<file path="config.mk">
export PLATFORM = sky130hd
export DESIGN_NAME = spi_cmd_decoder_flat
export DESIGN_NICKNAME = d
export VERILOG_FILES = /design/src/rtl/spi_cmd_decoder_if.sv /design/src/rtl/spi_cmd_decoder.sv /design/src/flat_wrapper.sv
export SDC_FILE = /design/constraint.sdc
export NUM_CORES = 1
export LEC_CHECK = 0
export BUFFER_PORTS_ARGS = -buffer_cell sky130_fd_sc_hd__buf_2
export CAP_MARGIN = 0
export CORE_ASPECT_RATIO = 1.5
export CORE_UTILIZATION = 41
export CTS_CLUSTER_DIAMETER = 120
export DETAILED_ROUTE_END_ITERATION = 6
export GPL_ROUTABILITY_DRIVEN = 0
export GPL_TIMING_DRIVEN = 0
export PLACE_DENSITY = 0.7
export SLEW_MARGIN = 20
export SYNTH_ARGS = -nofsm -noshare
export SYNTH_HDL_FRONTEND = slang
export SYNTH_SLANG_ARGS = --single-unit
</file>
<file path="constraint.sdc">
create_clock -name clk -period 4.6 [get_ports clk]
set_input_delay 0.92 -clock clk [delete_from_list [all_inputs] [get_ports clk]]
set_output_delay 0.92 -clock clk [all_outputs]
set_load 0.05 [all_outputs]
</file>
<file path="src/rtl/spi_cmd_decoder_if.sv">
// Byte-stream and register-bank signals shared by the SPI command decoder and its neighbours.
interface spi_cmd_decoder_if;
  logic [7:0] rec_data;
  logic       rec_valid;
  logic [7:0] response_data;
  logic [6:0] reg_addr;
  logic [7:0] reg_wdata;
  logic       reg_wr;
  logic       reg_rd;
  logic [7:0] reg_rdata;
  logic       frame_done;
  logic       frame_err;

  modport slave (
    input  rec_data, rec_valid, reg_rdata,
    output response_data, reg_addr, reg_wdata, reg_wr, reg_rd, frame_done, frame_err
  );

  modport master (
    output rec_data, rec_valid, reg_rdata,
    input  response_data, reg_addr, reg_wdata, reg_wr, reg_rd, frame_done, frame_err
  );
endinterface

</file>
<file path="src/rtl/spi_cmd_decoder.sv">
// Parses chip-select frames of {rw, addr} + data bytes into register-bank strobes
// with auto-incrementing address; read data returns in the next SPI byte slot.
module spi_cmd_decoder #(
  parameter logic [7:0]  STATUS_BYTE = 8'hA5,
  parameter int unsigned RD_LAT      = 1
) (
  input  logic              clk,
  input  logic              rst,
  input  logic              cs_n,
  spi_cmd_decoder_if.slave  bus
);

  typedef enum logic [2:0] {IDLE, CMD, WR_DATA, RD_WAIT, RD_DATA} state_t;

  state_t     state, state_nxt;
  logic       cs_q1, cs_q2, cs_q3;
  logic [1:0] sync_vld;
  logic       armed;
  logic       cs_fall, cs_rise;

  logic [2:0] byte_cnt, cnt_nxt;
  logic [1:0] lat_cnt, lat_nxt;
  logic       err_hold, err_nxt;
  logic       inc_pend, inc_nxt;
  logic [6:0] addr_q, addr_nxt;
  logic [7:0] wdata_q, wdata_nxt;
  logic [7:0] resp_q, resp_nxt;
  logic       wr_q, wr_nxt, rd_q, rd_nxt;
  logic       done_q, done_nxt, ferr_q, ferr_nxt;

  // A frame may only start once cs_n has been genuinely sampled high after reset;
  // sync_vld marks when cs_q2 holds a real sample rather than its reset value.
  assign cs_fall = armed & cs_q3 & ~cs_q2;
  assign cs_rise = cs_q2 & ~cs_q3;

  always_comb begin
    state_nxt = state;
    cnt_nxt   = byte_cnt;
    lat_nxt   = lat_cnt;
    err_nxt   = err_hold;
    inc_nxt   = 1'b0;
    addr_nxt  = inc_pend ? addr_q + 7'd1 : addr_q;
    wdata_nxt = wdata_q;
    resp_nxt  = resp_q;
    wr_nxt    = 1'b0;
    rd_nxt    = 1'b0;
    done_nxt  = 1'b0;
    ferr_nxt  = 1'b0;

    if (state != IDLE && bus.rec_valid && byte_cnt != 3'd7)
      cnt_nxt = byte_cnt + 3'd1;

    case (state)
      IDLE: begin
        if (cs_fall) begin
          state_nxt = CMD;
          cnt_nxt   = '0;
          err_nxt   = 1'b0;
          resp_nxt  = STATUS_BYTE;
        end
      end
      CMD: begin
        if (bus.rec_valid) begin
          addr_nxt = bus.rec_data[6:0];
          if (bus.rec_data[7]) begin
            rd_nxt    = 1'b1;
            lat_nxt   = '0;
            state_nxt = RD_WAIT;
          end else begin
            state_nxt = WR_DATA;
          end
        end
      end
      WR_DATA: begin
        if (bus.rec_valid) begin
          wdata_nxt = bus.rec_data;
          resp_nxt  = bus.rec_data;
          wr_nxt    = 1'b1;
          inc_nxt   = 1'b1;
        end
      end
      RD_WAIT: begin
        if (bus.rec_valid)
          err_nxt = 1'b1;
        if (lat_cnt == 2'(RD_LAT)) begin
          resp_nxt  = bus.reg_rdata;
          state_nxt = RD_DATA;
        end else begin
          lat_nxt = lat_cnt + 2'd1;
        end
      end
      RD_DATA: begin
        if (bus.rec_valid) begin
          addr_nxt  = addr_q + 7'd1;
          rd_nxt    = 1'b1;
          lat_nxt   = '0;
          state_nxt = RD_WAIT;
        end
      end
      default: state_nxt = IDLE;
    endcase

    // Frame end overrides the byte just handled: writes and counting stand,
    // but a read launched by that byte and any pending capture are dropped.
    if (state != IDLE && cs_rise) begin
      state_nxt = IDLE;
      done_nxt  = 1'b1;
      ferr_nxt  = (cnt_nxt < 3'd2) | err_nxt;
      resp_nxt  = STATUS_BYTE;
      rd_nxt    = 1'b0;
    end
  end

  always_ff @(posedge clk) begin
    if (rst) begin
      cs_q1    <= 1'b1;
      cs_q2    <= 1'b1;
      cs_q3    <= 1'b1;
      sync_vld <= '0;
      armed    <= 1'b0;
      state    <= IDLE;
      byte_cnt <= '0;
      lat_cnt  <= '0;
      err_hold <= 1'b0;
      inc_pend <= 1'b0;
      addr_q   <= '0;
      wdata_q  <= '0;
      resp_q   <= STATUS_BYTE;
      wr_q     <= 1'b0;
      rd_q     <= 1'b0;
      done_q   <= 1'b0;
      ferr_q   <= 1'b0;
    end else begin
      cs_q1    <= cs_n;
      cs_q2    <= cs_q1;
      cs_q3    <= cs_q2;
      sync_vld <= {sync_vld[0], 1'b1};
      armed    <= armed | (sync_vld[1] & cs_q2);
      state    <= state_nxt;
      byte_cnt <= cnt_nxt;
      lat_cnt  <= lat_nxt;
      err_hold <= err_nxt;
      inc_pend <= inc_nxt;
      addr_q   <= addr_nxt;
      wdata_q  <= wdata_nxt;
      resp_q   <= resp_nxt;
      wr_q     <= wr_nxt;
      rd_q     <= rd_nxt;
      done_q   <= done_nxt;
      ferr_q   <= ferr_nxt;
    end
  end

  assign bus.response_data = resp_q;
  assign bus.reg_addr      = addr_q;
  assign bus.reg_wdata     = wdata_q;
  assign bus.reg_wr        = wr_q;
  assign bus.reg_rd        = rd_q;
  assign bus.frame_done    = done_q;
  assign bus.frame_err     = ferr_q;

endmodule
</file>
<file path="src/flat_wrapper.sv">
// flat-port wrapper written by rule: the top's interface ports become plain ports
module spi_cmd_decoder_flat 
#(
  parameter logic [7:0]  STATUS_BYTE = 8'hA5,
  parameter int unsigned RD_LAT      = 1
)
  (clk, rst, cs_n, bus_rec_data, bus_rec_valid, bus_reg_rdata, bus_response_data, bus_reg_addr, bus_reg_wdata, bus_reg_wr, bus_reg_rd, bus_frame_done, bus_frame_err);
  spi_cmd_decoder_if bus_i ();
  input  logic clk;
  input  logic rst;
  input  logic cs_n;
  input wire logic [$bits(bus_i.rec_data)-1:0] bus_rec_data;
  input wire logic [$bits(bus_i.rec_valid)-1:0] bus_rec_valid;
  input wire logic [$bits(bus_i.reg_rdata)-1:0] bus_reg_rdata;
  output wire logic [$bits(bus_i.response_data)-1:0] bus_response_data;
  output wire logic [$bits(bus_i.reg_addr)-1:0] bus_reg_addr;
  output wire logic [$bits(bus_i.reg_wdata)-1:0] bus_reg_wdata;
  output wire logic [$bits(bus_i.reg_wr)-1:0] bus_reg_wr;
  output wire logic [$bits(bus_i.reg_rd)-1:0] bus_reg_rd;
  output wire logic [$bits(bus_i.frame_done)-1:0] bus_frame_done;
  output wire logic [$bits(bus_i.frame_err)-1:0] bus_frame_err;
  assign bus_i.rec_data = bus_rec_data;
  assign bus_i.rec_valid = bus_rec_valid;
  assign bus_i.reg_rdata = bus_reg_rdata;
  assign bus_response_data = bus_i.response_data;
  assign bus_reg_addr = bus_i.reg_addr;
  assign bus_reg_wdata = bus_i.reg_wdata;
  assign bus_reg_wr = bus_i.reg_wr;
  assign bus_reg_rd = bus_i.reg_rd;
  assign bus_frame_done = bus_i.frame_done;
  assign bus_frame_err = bus_i.frame_err;
  spi_cmd_decoder #(.STATUS_BYTE(STATUS_BYTE), .RD_LAT(RD_LAT)) u_core (.clk(clk), .rst(rst), .cs_n(cs_n), .bus(bus_i));
endmodule
</file>
==> metrics.csv, run 1 <==
stage;metric;value;unit
cts;htree_levels;2;
cts;cts_sinks;42;
floorplanning;fp.dieW;62.13;um
logic_synthesis;syn_avg_cell_area;8.584;sq um
cts;clk_path_buf_depth;2;
routing;drt_iter0_markers;58;
grt;antenna_found_initial;0;
cts;clk_pin_slew_worst_paths;0.09;ns
critical_path;worstPathMaxFanout;7;
logic_synthesis;synth_edf_count;0;
job;cap_viol_max_count;0;
timing;skew;0.008306;ns
timing;timing.final.crit_share;0.4419;
grt;grt-ovfl-total;0;
routing;route.detailed.drc;0;
timing;relSlewSlack;0.6142;
grt;track_usage;0.1995;
floorplanning;die_h;92.19;um
logic_synthesis;ys_ff_latch;42;
finish;nNetsFinal;335;
cts;post_cts_buffers;0;
critical_path;cp.arrival;1.11;ns
logic_synthesis;syn_area;2223;sq um
timing;max_freq;491.9;MHz
routing;routed_wl;5502;um
logic_synthesis;ys.flop_type;dfxtp_1;
min_path;worstHoldStart;u_core.cs_q1;
logic_synthesis;yosysMostFrequentCell;dfxtp_1;
logic_synthesis;yosysTopAreaCellShare;0.3782;
logic_synthesis;synthXorXnorAreaFrac;0.03939;
power;p_leak;1.081;nW
floorplanning;io_pins;47;
finish;fin_area;2629;sq um
routing;final_antenna_net_count;0;
place;io_buffers;45;
logic_synthesis;synth_top_area_cell;dfxtp_1;
floorplanning;core-area;5165;sq um
power;power;1.211;mW
critical_path;r2r-end;u_core.bus.reg_addr[6];
logic_synthesis;synth.area.mux_share;0.08329;
cts;cts-root-buf;clkbuf_8;
floorplanning;die-area;5727;sq um
grt;grt_max_degree;14;
critical_path;slowest_delay;0.49;ns
timing;worstMarginPinSlew;0.5787;ns
timing;fin_crit;2.033;ns
cts;post_cts_resized;0;
logic_synthesis;synth-adder-area-share;0.02251;
critical_path;ff2ff_path_depth;6;
routing;dr.pass1.iters;4;
floorplanning;rows;32;
min_path;hold-path-cell-count;1;
logic_synthesis;yosys_warnings;0;
place;dp_hpwl;4105;um
cts;cts_tree;built;
floorplanning;initial_core_util;0.4305;
grt;grt_pass1_wl;9066;um
critical_path;crit_slowest_cell;dfxtp_1;
finish;final_layout_size_suffix_gt1_frac;0.2692;
timing;slew_violations;0;
cts;numCtsBuffers;5;
logic_synthesis;synthDistinctLibCells;53;
logic_synthesis;synth_nets;283;
logic_synthesis;synth_top_family_by_area;simple AND/OR/NAND/NOR gates;
logic_synthesis;yosys.area_share.simple;0.2482;
grt;grt_pass1_vias;1951;
routing;viasPerCell;5.363;
routing;wl_per_cell;14.48;um
critical_path;critPathKind;reg2out;
critical_path;required;3.68;ns
critical_path;critPathBufInv;1;
power;irDropWorstVdd;0.0002149;V
logic_synthesis;synthArstFlopShare;0;
cts;clk-insertion-delay-late;0.30;ns
critical_path;path_cells;buf_2;
finish;n_antenna_cell;0;
finish;syn2layout_area_growth;18.23;%
min_path;hold-path-endpoint;u_core.cs_q2;
critical_path;end_kind;output pin;
place;placed_cell_area;2534;sq um
critical_path;start_kind;register;
power;p_per_area;460.6;nW/um^2
cts;cts_hold_buf;0;
critical_path;rr_startpoint;u_core.bus.reg_addr[0];
routing;vias;2038;
timing;tns;0;ns
timing;setup_viol;0;
logic_synthesis;synth_compound_area_frac;0.1711;
logic_synthesis;synthTopCellsByCount;dfxtp_1 (42), nand2_1 (31), nor2_1 (25);
logic_synthesis;seq_area_frac_synth;0.3782;
timing;rsz0062_at_grt;false;
outcome;status;complete, no violations;
critical_path;rrSetupSlack;2.95;ns
min_path;worstHoldPathType;reg2reg;
timing;final_hold_viol_count;0;
logic_synthesis;synthCells;259;
critical_path;cp_top_family;flip-flops;
logic_synthesis;synth_area_leaders;dfxtp_1 (38%), mux2i_1 (6.3%), nand2_1 (5.2%), a21oi_1 (4.3%), nor2_1 (4.2%);
metal layers:
| metal | global-route usage | up-vias | share of wire |
|---|---|---|---|
| met5 | 0 | - | 0 |
| met4 | 0.08721 | 0 | 0.030 |
| met3 | 0.03109 | 13 | 0.039 |
| met2 | 0.3544 | 47 | 0.50 |
| met1 | 0.2338 | 951 | 0.43 |
| li1 | - | 1027 | - |
metrics by stage:
stage | hold slack, ns | setup WS (ns) | util | instances
global route | 0.4434 | 2.494 | 0.5090 | 380
global placement | 0.4035 | 2.312 | 0.4906 | 372
CTS | 0.4236 | 2.586 | 0.5090 | 380
floorplan | 0.3895 | 2.643 | - | 259
detailed placement | 0.4014 | 2.310 | 0.4906 | 372
finish | 0.4215 | 2.567 | 0.5090 | 380
cell families after synthesis:
| family | count (synthesis) |
|---|---|
| and+or+nand+nor | 102 |
| buffers and inverters | 24 |
| DFF | 42 |
| muxes | 18 |
| AOI/OAI and AO/OA | 59 |
| adders and majority gates | 4 |
| xor gates and xnor gates | 10 |
cell type report:
cell class / instances / area [sq um]
multi-input combinational: 193 / 1255
clock inverter: 2 / 12.51
clock buffer: 6 / 82.58
buffer: 18 / 105.1
sequential: 42 / 840.8
timing repair buffer: 45 / 225.2
inverter: 6 / 22.52
tap: 68 / 85.08
fill: 512 / 2536
worst max path at each step:
stage          depth (start not counted)              startpoint  slack [ns]                       to
2_1_floorplan                          6           bus_rec_valid        2.64   u_core.bus.reg_addr[6]
3_3_place_gp                           5           bus_rec_valid        2.31  u_core.bus.reg_wdata[0]
3_5_place_dp                           5           bus_rec_valid        2.31  u_core.bus.reg_wdata[6]
4_1_cts                                1  u_core.bus.reg_addr[0]        2.59          bus_reg_addr[0]
5_1_grt                                5           bus_rec_valid        2.49  u_core.bus.reg_wdata[0]
6_report                               1  u_core.bus.reg_addr[0]        2.57          bus_reg_addr[0]
cell usage in the layout (no fill, tap or decap), drive strengths merged, types with 2 or more instances in the layout:
master / synthesis / layout
a211oi: 4 / 4
a21oi: 20 / 20
a22oi: 2 / 2
a31oi: 2 / 2
and3: 7 / 7
buf: 13 / 58
clkbuf: 5 / 11
dfxtp: 42 / 42
ha: 4 / 4
inv: 6 / 6
mux2: 4 / 4
mux2i: 14 / 14
nand2: 31 / 31
nand2b: 4 / 4
nand3: 3 / 3
nand3b: 3 / 3
nand4: 10 / 10
nor2: 26 / 26
nor3: 7 / 7
o211ai: 3 / 3
o21ai: 17 / 17
o22ai: 3 / 3
or2: 3 / 3
or3: 2 / 2
xnor2: 7 / 7
xor2: 3 / 3
sequential cells by signal, indices dropped and copies added, names as in the netlist:
| register | count |
|---|---|
| u_core.state | 3 |
| u_core.armed | 1 |
| u_core.cs_q2 | 1 |
| u_core.lat_cnt | 2 |
| u_core.err_hold | 1 |
| u_core.bus.reg_wdata | 8 |
| u_core.bus.reg_rd | 1 |
| u_core.byte_cnt | 3 |
| u_core.cs_q3 | 1 |
| u_core.sync_vld | 2 |
| u_core.bus.frame_done | 1 |
| u_core.bus.response_data | 8 |
| u_core.bus.frame_err | 1 |
| u_core.bus.reg_addr | 7 |
| u_core.cs_q1 | 1 |
| u_core.inc_pend | 1 |
power by group:
part	internal [mW]	total, mW	switching, mW	leakage, nW
logic	0.180	0.508	0.328	0.692
clock network	0.121	0.253	0.132	0.0472
registers	0.407	0.450	0.0431	0.342
No activity file was read; power rests on OpenSTA's default activity.
==> inputs of run 2 (changes only) <==
- PLACE_DENSITY: 0.7 -> 0.72
- clock period: 4.6 -> 1.6 ns (I/O delays scaled with it)
==> metrics.csv, run 2 (synthesis results as in run 1) <==
stage;metric;value;unit
timing;rsz0062_at_grt;true;
routing;viasPerCell;5.361;
outcome;status;complete, no violations;
finish;final_cell_mix;buf_2 (51), nand2_1 (31), dfxtp_1 (31);
place;placed_cell_area;2541;sq um
power;p_comb_frac;0.413;
floorplanning;die_h;92.19;um
routing;wl_per_cell;14.33;um
grt;grt_pass1_vias;1922;
cts;htree_levels;2;
finish;n_antenna_cell;0;
routing;vias;2080;
critical_path;crit_slowest_cell;or3_4;
routing;final_antenna_net_count;0;
timing;fin_crit;1.533;ns
power;seq_power_share;0.329;
critical_path;critPathBufInv;1;
cts;clk-insertion-delay-late;0.30;ns
critical_path;required;1.82;ns
cts;numCtsBuffers;5;
routing;dr.pass1.iters;4;
timing;hold_ws;0.2046;ns
floorplanning;fp.dieW;62.13;um
timing;skew;0.01135;ns
critical_path;r2r-end;u_core.bus.response_data[2];
critical_path;rrSetupSlack;0.07;ns
min_path;hold-path-endpoint;u_core.cs_q1;
grt;track_usage;0.1998;
critical_path;cp_top_family;simple AND/OR/NAND/NOR gates;
finish;final_common_cell;buf_2;
critical_path;cp.arrival;1.75;ns
power;irDropWorstVdd;0.0006884;V
timing;final_hold_viol_count;0;
cts;cts_tree;built;
power;power;3.989;mW
min_path;worstHoldStart;cs_n;
job;cap_viol_max_count;0;
power;p_int;2.511;mW
finish;final_layout_size_suffix_gt1_frac;0.3406;
cts;clk_path_buf_depth;2;
critical_path;critPathKind;reg2reg;
grt;grt_max_degree;14;
critical_path;worstPathMaxFanout;7;
floorplanning;die-area;5727;sq um
floorplanning;rows;32;
floorplanning;io_pins;47;
timing;timing.final.crit_share;0.9580;
critical_path;rr_startpoint;u_core.cs_q2;
place;dp_cells;372;
timing;setup_viol;0;
finish;syn2layout_area_growth;26.22;%
grt;grt_pass1_wl;9045;um
power;p_sw_frac;0.3704;
cts;cts-root-buf;clkbuf_8;
floorplanning;initial_core_util;0.4305;
place;dp_hpwl;4077;um
timing;relSlewSlack;0.6249;
routing;route.detailed.drc;0;
critical_path;path_cells;nand3b_4, or3_4, a31oi_4, buf_4, nor2_1, o21ai_0;
grt;antenna_found_initial;0;
finish;instances_no_fill;388;
routing;drt_iter0_markers;112;
timing;slew_violations;0;
critical_path;ff2ff_path_depth;6;
timing;max_freq;652.4;MHz
cts;clk_pin_slew_worst_paths;0.08;ns
min_path;worstHoldPathType;in2reg;
min_path;hold-path-cell-count;2;
power;p_clk_frac;0.258;
floorplanning;core-area;5165;sq um
cts;cts_sinks;42;
place;io_buffers;45;
grt;grt-ovfl-total;0;
critical_path;slowest_delay;0.35;ns
timing;tns;0;ns
power;p_leak;1.154;nW
power;power.net_switching;1.478;mW
critical_path;start_kind;register;
finish;fin_area;2806;sq um
finish;nNetsFinal;343;
timing;worstMarginPinSlew;0.5627;ns
critical_path;end_kind;register;
power;p_per_area;1421;nW/um^2
routing;routed_wl;5559;um
## run 2: changes by cell type in the layout (fill, tap and decap cells not counted), sizes merged
| cell | change |
|---|---|
| clkinvlp | -1 |
| clkinv | -1 |
| bufinv | +2 |
| buf | +8 |
## run 2: how the worst max path moves through the flow
stage	start	end	slack [ns]	depth (start not counted)
floorplan	u_core.bus.reg_addr[0]	u_core.bus.reg_addr[6]	0.01	6
global placement	bus_rec_valid	u_core.bus.reg_wdata[3]	-0.10	5
detailed placement	bus_rec_valid	u_core.bus.reg_wdata[7]	-0.09	5
CTS	u_core.byte_cnt[0]	u_core.bus.frame_err	0.003	5
global route	u_core.cs_q2	u_core.bus.response_data[2]	-0.03	6
finish	u_core.cs_q2	u_core.bus.response_data[2]	0.07	6
## run 2: metrics by stage
step | util | worst slack [ns]
after detailed placement | 0.4920 | -0.08589
after global placement | 0.4920 | -0.1005
after floorplan | - | 0.01298
final | 0.5434 | 0.06728
after CTS | 0.5196 | 0.003187
after global routing | 0.5434 | -0.03012
## run 2: final cells by class
type                            instances  area [sq um]
Inverter                                6         22.52
Tap cell                               68         85.08
Timing Repair Buffer                   53         301.5
Clock inverter                          2         60.06
Fill cell                             496          2359
Buffer                                 18         105.1
Sequential cell                        42         862.1
Clock buffer                            6         82.58
Multi-Input combinational cell        193          1287
## run 2: what timing repair did
item                       4_1_cts  5_1_grt
cloned                           0        1
buffers inserted                 0        7
setup endpoints to repair        1       22
hold buffers                     0        0
gates resized for setup          0       20
pin swaps                        1        5
## run 2: power by group through the flow
stage          registers (mW)  logic, mW  clock network, mW
6_report                 1.31       1.65               1.03
5_1_grt                  1.33       1.79               1.10
4_1_cts                  1.30       1.46               1.05
3_5_place_dp             1.32       1.45                  0
3_3_place_gp             1.32       1.43                  0
2_1_floorplan            1.59      0.875                  0
## run 2: worst reg2reg max path, delay by kind of cell (launching register included)
kind | cells | cell delay, ns
simple gates | 3 | 0.55
compound gates | 2 | 0.41
flops | 1 | 0.33
buf+inv | 1 | 0.16
## run 2: routing by layer
layer,global-route usage,wire length [um],up-vias,part of all wire
li1,-,-,1042,-
met1,0.2324,2320,977,0.42
met2,0.3581,2944,56,0.53
met3,0.03483,224,5,0.040
met4,0.07946,70,0,0.013
met5,0,0,-,0
==> inputs of run 3 (changes only) <==
- CTS_BUF_LIST: unset -> sky130_fd_sc_hd__clkbuf_16
==> metrics.csv, run 3 (synthesis results as in run 1) <==
stage;metric;value;unit
outcome;status;complete, no violations;
timing;fin_crit;1.555;ns
cts;clk_pin_slew_worst_paths;0.06;ns
place;dp_hpwl;4077;um
finish;nNetsFinal;344;
grt;track_usage;0.2017;
routing;dr.pass1.iters;5;
cts;cts_hold_buf;0;
critical_path;start_kind;register;
critical_path;cp.arrival;1.77;ns
routing;drt_iter0_markers;64;
place;io_buffers;45;
min_path;hold-path-endpoint;u_core.cs_q1;
timing;final.setup.worst_slack;0.04527;ns
cts;numCtsBuffers;5;
routing;final_antenna_net_count;0;
routing;viasPerCell;5.386;
timing;setup_viol;0;
cts;clk-insertion-delay-late;0.29;ns
floorplanning;core-area;5165;sq um
critical_path;required;1.82;ns
grt;grt_max_degree;14;
critical_path;end_kind;register;
critical_path;worstPathMaxFanout;7;
finish;final_cell_mix;buf_2 (52), nand2_1 (31), dfxtp_1 (30);
cts;htree_levels;2;
finish;final_layout_size_suffix_gt1_frac;0.3396;
timing;slew_violations;0;
power;p_leak;1.171;nW
finish;final_common_cell;buf_2;
cts;clk_path_buf_depth;2;
critical_path;ff2ff_path_depth;6;
timing;max_freq;643.2;MHz
timing;rsz0062_at_grt;true;
floorplanning;rows;32;
cts;cts_sinks;42;
routing;wl_per_cell;14.72;um
critical_path;rr_startpoint;u_core.cs_q2;
timing;worstMarginPinSlew;0.5669;ns
floorplanning;die_h;92.19;um
cts;cts_tree;built;
routing;routed_wl;5725;um
critical_path;critPathKind;reg2reg;
min_path;worstHoldPathType;in2reg;
finish;n_antenna_cell;0;
power;power;4.190;mW
min_path;worstHoldStart;cs_n;
power;p_per_area;1482;nW/um^2
floorplanning;initial_core_util;0.4305;
critical_path;rrSetupSlack;0.05;ns
critical_path;r2r-end;u_core.bus.response_data[0];
floorplanning;die-area;5727;sq um
job;cap_viol_max_count;0;
routing;vias;2095;
grt;grt_pass1_wl;9170;um
timing;timing.final.crit_share;0.9717;
timing;skew;0.006915;ns
min_path;hold-path-cell-count;2;
grt;antenna_found_initial;0;
power;irDropWorstVdd;0.0007428;V
grt;grt-ovfl-total;0;
routing;route.detailed.drc;0;
grt;grt_pass1_vias;1939;
floorplanning;io_pins;47;
cts;cts-root-buf;clkbuf_16;
floorplanning;fp.dieW;62.13;um
timing;final_hold_viol_count;0;
place;post-place-ws;-0.08589;ns
timing;relSlewSlack;0.6221;
finish;syn2layout_area_growth;27.18;%
## run 3: timing repair
action	CTS	global route
endpoints found under the setup margin	1	22
resized for setup	0	17
gates cloned	0	1
pin swaps	1	4
setup buffers	0	8
hold endpoints to repair	0	0
## run 3: where the power goes
part	switching, mW	internal (mW)	total (mW)
Sequential	0.120	1.19	1.31
Combinational	0.988	0.597	1.59
Clock	0.405	0.888	1.29
Total	1.51	2.68	4.19
## run 3: layout make-up
class / instances / area (sq um)
Sequential cell: 42 / 858.3
Tap cell: 68 / 85.08
Clock buffer: 5 / 125.1
Multi-Input combinational cell: 193 / 1277
Buffer: 18 / 105.1
Timing Repair Buffer: 54 / 290.3
Clock inverter: 3 / 63.81
Inverter: 6 / 22.52
Fill cell: 499 / 2337
## run 3: layer usage
metal  global-route usage  part of all wire
met3              0.02736             0.032
met1               0.2372              0.42
met4              0.07752             0.023
met5                    0                 0
met2               0.3654              0.53
## run 3: through the flow
stage | hold WS [ns] | setup TNS, ns | std cells | cell area, sq um | utilization
final | 0.2149 | 0 | 389 | 2828 | 0.5475
after global placement | 0.3966 | -0.7803 | 372 | 2541 | 0.4920
after detailed placement | 0.4048 | -0.6596 | 372 | 2541 | 0.4920
after CTS | 0.2148 | 0 | 380 | 2730 | 0.5286
after global routing | 0.2374 | -0.1102 | 389 | 2828 | 0.5475
after floorplan | 0.3895 | 0 | 259 | 2231 | -
## run 3: critical path: stages, from the launching register on
cell	delay, ns
dfxtp_2	0.33
nand3b_4	0.17
or3_4	0.36
a31oi_4	0.27
buf_2	0.20
nor2_1	0.05
o21ai_1	0.11
## run 3: worst max-delay path by stage
stage,start,end,slack [ns],depth (start not counted)
after CTS,u_core.byte_cnt[0],u_core.bus.frame_err,0.008,5
final,u_core.cs_q2,u_core.bus.response_data[0],0.05,6
after detailed placement,bus_rec_valid,u_core.bus.reg_wdata[7],-0.09,5
after global routing,u_core.cs_q2,u_core.bus.response_data[0],-0.03,6
after floorplan,u_core.bus.reg_addr[0],u_core.bus.reg_addr[6],0.01,6
after global placement,bus_rec_valid,u_core.bus.reg_wdata[3],-0.10,5
